$ cat config.mk
export PLATFORM = sky130hd
export DESIGN_NAME = vga_pixmem_arbiter
export DESIGN_NICKNAME = d
export VERILOG_FILES = /design/src/rtl/vga_pixmem_arbiter.sv
export SDC_FILE = /design/constraint.sdc
export NUM_CORES = 1
export LEC_CHECK = 0
export BUFFER_PORTS_ARGS = -buffer_cell sky130_fd_sc_hd__buf_2
export CAP_MARGIN = 20
export CORE_MARGIN = 2
export CORE_UTILIZATION = 37
export CTS_BUF_LIST = sky130_fd_sc_hd__clkbuf_8
export DETAILED_ROUTE_END_ITERATION = 8
export SLEW_MARGIN = 10
export SYNTH_ARGS = -nofsm -noshare
export SYNTH_HDL_FRONTEND = slang
export SYNTH_SLANG_ARGS = --single-unit
$ cat constraint.sdc
create_clock -name CLK -period 2.71 [get_ports CLK]
set_input_delay 0.1355 -clock CLK [delete_from_list [all_inputs] [get_ports CLK]]
set_output_delay 0.1355 -clock CLK [all_outputs]
set_load 0.03 [all_outputs]
$ cat src/rtl/vga_pixmem_arbiter.sv
// rtl/vga_pixmem_arbiter.sv - display-priority arbiter sharing one single-port pixel RAM with a host port
module vga_pixmem_arbiter #(
  parameter int AW           = 16,
  parameter int DW           = 16,
  parameter int RD_LAT       = 2,
  parameter int WAIT_W       = 12,
  parameter int STARVE_LIMIT = 2048
) (
  input  logic          CLK,
  input  logic          RST,
  input  logic          DISP_REQ,
  input  logic [AW-1:0] DISP_ADDR,
  output logic          DISP_VALID,
  output logic [DW-1:0] DISP_DATA,
  input  logic          HOST_VALID,
  output logic          HOST_READY,
  input  logic          HOST_WE,
  input  logic [AW-1:0] HOST_ADDR,
  input  logic [DW-1:0] HOST_WDATA,
  output logic          HOST_RVALID,
  output logic [DW-1:0] HOST_RDATA,
  output logic          HOST_STARVE,
  output logic [AW-1:0] MEM_ADDR,
  output logic          MEM_WE,
  output logic [DW-1:0] MEM_WDATA,
  input  logic [DW-1:0] MEM_RDATA
);

  typedef enum logic {IDLE = 1'b0, RD_WAIT = 1'b1} state_t;

  state_t                 state_q, state_d;
  logic [AW-1:0]          mem_addr_q, mem_addr_d;
  logic                   mem_we_q, mem_we_d;
  logic [DW-1:0]          mem_wdata_q, mem_wdata_d;
  // Each stage carries {display read, host read}; the last stage lines up with MEM_RDATA.
  logic [RD_LAT:0][1:0]   tag_q, tag_d;
  logic                   disp_valid_q, disp_valid_d;
  logic [DW-1:0]          disp_data_q, disp_data_d;
  logic                   host_rvalid_q, host_rvalid_d;
  logic [DW-1:0]          host_rdata_q, host_rdata_d;
  logic [WAIT_W-1:0]      wait_cnt_q, wait_cnt_d;
  logic                   starve_q, starve_d;
  logic                   host_accept;
  logic [1:0]             exit_tag;

  assign HOST_READY  = !DISP_REQ && (state_q == IDLE);
  assign host_accept = HOST_VALID && HOST_READY;
  assign exit_tag    = tag_q[RD_LAT];

  always_comb begin
    mem_addr_d  = mem_addr_q;
    mem_we_d    = 1'b0;
    mem_wdata_d = mem_wdata_q;
    if (DISP_REQ) begin
      mem_addr_d = DISP_ADDR;
    end else if (host_accept) begin
      mem_addr_d = HOST_ADDR;
      mem_we_d   = HOST_WE;
      if (HOST_WE) begin
        mem_wdata_d = HOST_WDATA;
      end
    end

    tag_d[0] = {DISP_REQ, host_accept && !HOST_WE};
    for (int i = 1; i <= RD_LAT; i++) begin
      tag_d[i] = tag_q[i-1];
    end

    disp_valid_d  = exit_tag[1];
    disp_data_d   = exit_tag[1] ? MEM_RDATA : disp_data_q;
    host_rvalid_d = exit_tag[0];
    host_rdata_d  = exit_tag[0] ? MEM_RDATA : host_rdata_q;

    state_d = state_q;
    case (state_q)
      IDLE:    if (host_accept && !HOST_WE) state_d = RD_WAIT;
      RD_WAIT: if (exit_tag[0])             state_d = IDLE;
      default: state_d = IDLE;
    endcase

    // Counts only cycles where the host is actively held off; accept or withdrawal clears it.
    wait_cnt_d = '0;
    if (HOST_VALID && !HOST_READY) begin
      wait_cnt_d = (wait_cnt_q == '1) ? wait_cnt_q : wait_cnt_q + WAIT_W'(1);
    end
    starve_d = {{(32-WAIT_W){1'b0}}, wait_cnt_d} >= 32'(STARVE_LIMIT);
  end

  always_ff @(posedge CLK or posedge RST) begin
    if (RST) begin
      state_q       <= IDLE;
      mem_addr_q    <= '0;
      mem_we_q      <= 1'b0;
      mem_wdata_q   <= '0;
      tag_q         <= '0;
      disp_valid_q  <= 1'b0;
      disp_data_q   <= '0;
      host_rvalid_q <= 1'b0;
      host_rdata_q  <= '0;
      wait_cnt_q    <= '0;
      starve_q      <= 1'b0;
    end else begin
      state_q       <= state_d;
      mem_addr_q    <= mem_addr_d;
      mem_we_q      <= mem_we_d;
      mem_wdata_q   <= mem_wdata_d;
      tag_q         <= tag_d;
      disp_valid_q  <= disp_valid_d;
      disp_data_q   <= disp_data_d;
      host_rvalid_q <= host_rvalid_d;
      host_rdata_q  <= host_rdata_d;
      wait_cnt_q    <= wait_cnt_d;
      starve_q      <= starve_d;
    end
  end

  assign MEM_ADDR    = mem_addr_q;
  assign MEM_WE      = mem_we_q;
  assign MEM_WDATA   = mem_wdata_q;
  assign DISP_VALID  = disp_valid_q;
  assign DISP_DATA   = disp_data_q;
  assign HOST_RVALID = host_rvalid_q;
  assign HOST_RDATA  = host_rdata_q;
  assign HOST_STARVE = starve_q;

endmodule
==> flow_metrics.tcl, run 1 <==
set metrics [dict create \
    synth_fa_ha_area_frac 0.003610 \
    worst-path-stages 5 \
    p_per_area_nw_per_um2 892.5 \
    max_freq_ghz 0.5537 \
    r2r_cells 5 \
    grt_max_degree 46 \
    grt_use_total 0.1431 \
    dieArea_sq_um 10160 \
    cts.sinks 87 \
    final_cell_area_sq_um 4629 \
    synth_top_family_by_area "multiplexers" \
    syn_inst 258 \
    synth_cell_type_count 32 \
    arrival_ns 2.04 \
    path_delay_family "simple AND/OR/NAND/NOR gates" \
    dr_wl_met2_mm 3.434 \
    status "complete, no violations" \
    synth_compound_area_frac 0.05415 \
    diodes 0 \
    cts-root-buf "clkbuf_8" \
    grt_setup_unrepaired "false" \
    fin_skew_ns 0.009932 \
    wire_per_inst_microns 13.26 \
    clk_pin_slew_ns 0.09 \
    ant_nets 0 \
    cts_buffers 9 \
    period_share 0.6664 \
    topRoutingLayerUsed "met4" \
    worst_slew_pin_slew_ns 0.8006 \
    firstDrtPassIters 4 \
    finalPower_w 0.004132 \
    antenna_found_initial 0 \
    fin_worst_hold_slack_ns 0.02098 \
    path_class "flip-flop to flip-flop" \
    netlist_area_sq_um 3466 \
    vias_per_cell 4.773 \
    drt_wl_total_mm 7.069 \
    syn_avg_cell_area_sq_um 13.43 \
    synth.top_cells.by_area "dfrtp_1 (63%), mux2_2 (15%), mux2i_1 (5.2%), o21ai_0 (3.3%), nand2_1 (2.3%)" \
    maxCapViolCount 0 \
    slew_viol_final 0 \
    htree_num_levels 3 \
    wl_met3_microns 500 \
    initial_core_util 0.3787 \
    core_sq_um 9153 \
    die_width_microns 100.8 \
    nets 487 \
    synthXorXnorAreaFrac 0.005054 \
    synth_nets 328 \
    dp.cells 498 \
    synth.top_cell.area_share 0.6282 \
    yosysTopAreaCell "dfrtp_1" \
    io_buffers 137 \
    grt_pass1_vias 2434 \
    relSlewSlack 0.4663 \
    dpl_cell_area_sq_um 4267 \
    cellLeakagePower_nw 2.287 \
    die_h_microns 100.8 \
    post_cts_buffers 0 \
    drtIter0Drc 114 \
    cts_tree "yes" \
    crit_path_max_fanout 6 \
    drive_gt1_frac 0.4953 \
    grt_pass1_wl_mm 11.36 \
    gp_congestion 0.7939 \
    overflow 0 \
    ys_warn_count 0 \
    tns_ns 0 \
    slowest_stage "or4_1" \
    clock_latency_ns 0.36 \
    yosys.area_share.simple 0.08303 \
    setup_viol 0 \
    required_ns 2.95 \
    worstPathCellList "ha_1, nand3_2, or2_4, or4_1, and3_1" \
    ys_ff_latch 87 \
    syn_to_final_growth_pct 33.57 \
    startpoint_type "flip-flop" \
    n_fill_cell 853 \
    cts_buffer_depth 2 \
    cpPeakStageDelay_ns 0.46 \
    hold_viol 0 \
    top_level_ports 138 \
    layout_commonest_cell "buf_2" \
    yosysSeqAreaShare 0.6282 \
    final_cell_mix "buf_2 (137), dfrtp_1 (87), mux2_2 (45), o21ai_0 (23), nand2_1 (21)" \
    min_period_ns 1.806 \
    irDropWorstVdd_mv 0.3320 \
    dpl.hpwl_mm 5.036 \
    cp-end-kind "flip-flop" \
    row_count 35 \
    cp.buffers_inverters 0 \
    hold_class "input port to flip-flop" \
    met1_length_mm 3.042 \
    final_cells 533 \
    synth.area.mux_share 0.2079 \
    whs_path_depth 2 \
    drc 0 \
    num_vias 2544 \
]
==> layer usage <==
metal  GRT usage  vias up
li1            -     1226
met1      0.1865     1216
met2      0.2246       90
met3     0.04369       12
met4     0.05479        0
met5           0        -
==> through the flow <==
stage / utilization / setup slack (ns)
2_1_floorplan: - / 0.3243
3_3_place_gp: 0.4662 / 0.9218
3_5_place_dp: 0.4662 / 0.8559
4_1_cts: 0.5025 / 0.9062
5_1_grt: 0.5058 / 0.8348
6_report: 0.5058 / 0.9040
==> final cells by class <==
cell class / count / area [sq um] / share of cell area
Clock inverter: 7 / 48.80 / 0.01054
Tap cell: 111 / 138.9 / 0.03000
Timing Repair Buffer: 159 / 898.4 / 0.1941
Clock buffer: 9 / 123.9 / 0.02676
Sequential cell: 87 / 2177 / 0.4703
Multi-Input combinational cell: 157 / 1230 / 0.2657
Inverter: 3 / 12.51 / 0.002703
==> worst reg2reg max path: stages (launching register included) <==
cell and delay, ns:
dfrtp_1 0.39, ha_1 0.26, nand3_2 0.13, or2_4 0.27
or4_1 0.46, and3_1 0.19
==> where the power goes <==
group / switching, W / internal (W) / total [W]
Clock: 0.000465 / 0.000334 / 0.000799
Combinational: 0.000990 / 0.000527 / 0.00152
Sequential: 0.000181 / 0.00163 / 0.00182
Total: 0.00164 / 0.00250 / 0.00413
==> cell usage after synthesis (all sizes together) <==
library cell / count
xor2: 2
ha: 1
o22ai: 1
nor3: 2
nand4: 1
nand3: 6
o21ai: 24
nor4: 2
dfrtp: 87
and2b: 1
nor2: 13
clkbuf: 6
nand2: 21
or4: 2
or3: 2
or2: 1
mux2: 48
inv: 3
a31oi: 1
a21oi: 4
o31ai: 2
o211a: 2
and3: 3
mux2i: 18
buf: 5
==> registers in the layout (all words and copies together), names as in the netlist, 2 cells and up <==
name        cells
MEM_ADDR       16
wait_cnt_q     12
DISP_DATA      16
exit_tag        2
MEM_WDATA      16
HOST_RDATA     16
tag_d           4
==> cells by family (layout without fill, tap and decap cells) <==
family / count (synthesis) / after routing
AO/OA/AOI/OAI: 34 / 34
buffers and inverters: 14 / 178
multiplexers: 66 / 66
flip-flops: 87 / 87
XOR/XNOR: 2 / 2
AND/OR/NAND/NOR: 54 / 54
adder cells (fa/ha/maj): 1 / 1
==> path summary, 6_finish.rpt <==
| path | start | to | slack, ns |
|---|---|---|---|
| max | wait_cnt_q[0] | wait_cnt_q[10] | 0.90 |
| min | MEM_RDATA[14] | HOST_RDATA[14] | 0.02 |
| max reg2reg | wait_cnt_q[0] | wait_cnt_q[10] | 0.90 |
| min reg2reg | tag_d[4] | exit_tag[0] | 0.35 |
| max in group asynchronous | RST | wait_cnt_q[3] | 1.50 |
| min in group asynchronous | RST | MEM_WDATA[2] | 0.43 |
==> what timing repair did <==
item,4_1_cts,5_1_grt
gates resized for setup,0,0
setup endpoints to repair,0,0
hold endpoints to repair,59,3
hold buffers,16,3
Power figures use the tool's default switching activity.
==> run 2: changes to the inputs <==
--- a/config.mk
+++ b/config.mk
@@ -5,12 +5,14 @@
 export SDC_FILE = /design/constraint.sdc
 export NUM_CORES = 1
 export LEC_CHECK = 0
+export ABC_AREA = 1
 export BUFFER_PORTS_ARGS = -buffer_cell sky130_fd_sc_hd__buf_2
 export CAP_MARGIN = 20
 export CORE_MARGIN = 2
 export CORE_UTILIZATION = 37
 export CTS_BUF_LIST = sky130_fd_sc_hd__clkbuf_8
 export DETAILED_ROUTE_END_ITERATION = 8
+export PLACE_DENSITY = 0.66
 export SLEW_MARGIN = 10
 export SYNTH_ARGS = -nofsm -noshare
 export SYNTH_HDL_FRONTEND = slang
==> constraint.sdc (replaced) <==
create_clock -name CLK -period 1.5 [get_ports CLK]
set_input_delay 0.075 -clock CLK [delete_from_list [all_inputs] [get_ports CLK]]
set_output_delay 0.075 -clock CLK [all_outputs]
set_load 0.03 [all_outputs]
==> run 2 against run 1 <==
  * Highest routed layer unchanged
  * Non-clock buffer count grew 53
  * Critical path type unchanged
  * Total power increased by 82%
  * Flip-flop and latch count unchanged
  * Synthesized cell count rose by 32%
  * Clock-buffer cell count stayed put
  * Final area is 14% higher
  * First-iteration DRC count shrank 1.8%
  * Combinational power grew 89%
  * Final cell count up 28%
  * Register-to-register slack lost 0.77 ns
  * Maximum frequency is 32% higher
  * Clock power is 79% higher
==> flow_metrics.tcl, run 2 <==
set metrics [dict create \
    num_vias 3082 \
    cp.buffers_inverters 0 \
    firstDrtPassIters 4 \
    cts_buffers 9 \
    post_cts_buffers 0 \
    syn_inst 340 \
    arrival_ns 1.64 \
    hp-start "HOST_VALID" \
    synth.top_cells.by_area "dfrtp_1 (61%), mux2_2 (10%), nand2_1 (9.4%), nor2_1 (2.9%), a31oi_1 (2.8%)" \
    die_width_microns 102.3 \
    antenna_found_initial 0 \
    gp_congestion 0.7766 \
    top_level_ports 138 \
    ys_warn_count 0 \
    dpl.hpwl_mm 5.436 \
    whs_path_depth 3 \
    fin_worst_hold_slack_ns 0.04924 \
    layout_commonest_cell "buf_2" \
    path_class "flip-flop to flip-flop" \
    fin_util 0.5657 \
    grt_use_total 0.1747 \
    synth.area.mux_share 0.1007 \
    syn_avg_cell_area_sq_um 10.52 \
    htree_num_levels 3 \
    synth_compound_area_frac 0.06154 \
    cellLeakagePower_nw 2.633 \
    vias_per_cell 4.519 \
    r2r_slack_ns 0.13 \
    cts_buffer_depth 2 \
    clk_pin_slew_ns 0.08 \
    initial_core_util 0.3836 \
    synth_ff_type "dfrtp_1" \
    relSlewSlack 0.6433 \
    synth_edf_count 0 \
    grt_setup_unrepaired "true" \
    synthTopCellsByCount "nand2_1 (90), dfrtp_1 (87), mux2_2 (32)" \
    cp-end-kind "flip-flop" \
    grt_pass1_vias 3188 \
    setup_viol 0 \
    synth_cell_type_count 28 \
    worst_slew_pin_slew_ns 0.5345 \
    drive_gt1_frac 0.3689 \
    n_fill_cell 784 \
    ys_ff_latch 87 \
    period_share 0.9115 \
    status "complete, no violations" \
    synthArstFlopShare 1.000 \
    drtIter0Drc 112 \
    hold_class "input port to flip-flop" \
    final_cell_mix "buf_2 (137), nand2_1 (90), dfrtp_1 (87), dlygate4sd3_1 (67), mux2_2 (32)" \
    synth.top_cell.area_share 0.6084 \
    r2r_cells 6 \
    cts.sinks 87 \
    grt_max_degree 88 \
    whs_endpoint "wait_cnt_q[2]" \
    wire_per_inst_microns 12.65 \
    overflow 0 \
    max_freq_ghz 0.7314 \
    irDropWorstVdd_mv 0.9094 \
    fin_skew_ns 0.01722 \
    synthXorXnorAreaFrac 0.009790 \
    worstReg2RegEnd "wait_cnt_q[0]" \
    crit-reg2reg-launch "wait_cnt_q[0]" \
    netlist_area_sq_um 3578 \
    yosys.area_share.simple 0.1682 \
    io_buffers 137 \
    min_period_ns 1.367 \
    startpoint_type "flip-flop" \
    cts_tree "yes" \
    drt_wl_total_mm 8.630 \
    yosysSeqAreaShare 0.6084 \
    clock_latency_ns 0.35 \
    synth_fa_ha_area_frac 0.003497 \
    core_sq_um 9328 \
    nets 618 \
    grt_pass1_wl_mm 14.36 \
    worstPathCellList "ha_1, nand2_1, nor2_2, nand3_4, xor2_1, nor2_1" \
    crit_path_max_fanout 12 \
    finalPower_w 0.007539 \
    yosysMostFrequentCell "nand2_1" \
    row_count 35 \
    die_h_microns 102.3 \
    syn_to_final_growth_pct 47.45 \
    cpPeakStageDelay_ns 0.37 \
    p_per_area_nw_per_um2 1429 \
    slowest_stage "dfrtp_1" \
    synth_top_family_by_area "simple AND/OR/NAND/NOR gates" \
    ant_nets 0 \
    cts-root-buf "clkbuf_8" \
    synth_nets 410 \
    maxCapViolCount 0 \
    required_ns 1.77 \
    diodes 0 \
    hold_viol 0 \
    path_delay_family "simple AND/OR/NAND/NOR gates" \
    yosysTopAreaCell "dfrtp_1" \
    dieArea_sq_um 10470 \
    slew_viol_final 0 \
    drc 0 \
]
[run 2: logic make-up (layout without fill, tap and decap cells)]
kind of cell	after synthesis	after routing
compound gates	39	39
xor+xnor	4	4
fa+ha+maj	1	1
buf+inv	36	249
flops	87	87
mux	32	32
simple gates	141	141
[run 2: worst reg2reg max path, stage by stage, from the launching register on]
cell and delay (ns):
dfrtp_1 0.37, ha_1 0.20, nand2_1 0.10, nor2_2 0.18
nand3_4 0.18, xor2_1 0.18, nor2_1 0.10
[run 2: through the flow]
| stage | instances | area (sq um) | worst slack (ns) | setup TNS, ns |
|---|---|---|---|---|
| finish | 682 | 5276 | 0.1328 | 0 |
| floorplan | 340 | 3582 | 0.1204 | 0 |
| detailed placement | 599 | 4422 | 0.03584 | 0 |
| CTS | 682 | 5271 | 0.03161 | 0 |
| global placement | 599 | 4422 | 0.08645 | 0 |
| global route | 682 | 5276 | -0.003474 | -0.003474 |
[run 2: report_power, final]
part	internal, W	switching (W)
logic	0.000969	0.00190
clock network	0.000602	0.000831
registers	0.00294	0.000300
[run 2: worst max path at each step]
stage	start	endpoint	slack (ns)	depth (start not counted)
CTS	wait_cnt_q[0]	wait_cnt_q[0]	0.03	6
finish	wait_cnt_q[0]	wait_cnt_q[0]	0.13	6
detailed placement	wait_cnt_q[1]	wait_cnt_q[0]	0.04	6
floorplan	wait_cnt_q[0]	wait_cnt_q[1]	0.12	7
global route	wait_cnt_q[0]	wait_cnt_q[1]	-0.003	6
global placement	wait_cnt_q[1]	wait_cnt_q[1]	0.09	6
[run 2: routing by layer]
layer	up-vias	track usage	wire length [microns]
li1	1528	-	-
met1	1443	0.2013	3655
met2	105	0.3153	4384
met3	6	0.05404	507
met4	0	0.04615	84
met5	-	0	0
[run 2: area by class of cell]
cell class | instances | area, sq um | area share
well taps | 129 | 161.4 | 0.03059
clock buffers | 9 | 123.9 | 0.02348
repair buffers | 212 | 1441 | 0.2732
flip-flops and latches | 87 | 2177 | 0.4126
inverters | 21 | 82.58 | 0.01565
multi-input cells | 217 | 1242 | 0.2355
clock inverters | 7 | 47.55 | 0.009011
[run 2: what timing repair did]
item | CTS | global route
gates resized for setup | 1 | 2
hold endpoints to repair | 154 | 0
hold buffers | 67 | 0
endpoints found under the setup margin | 2 | 9
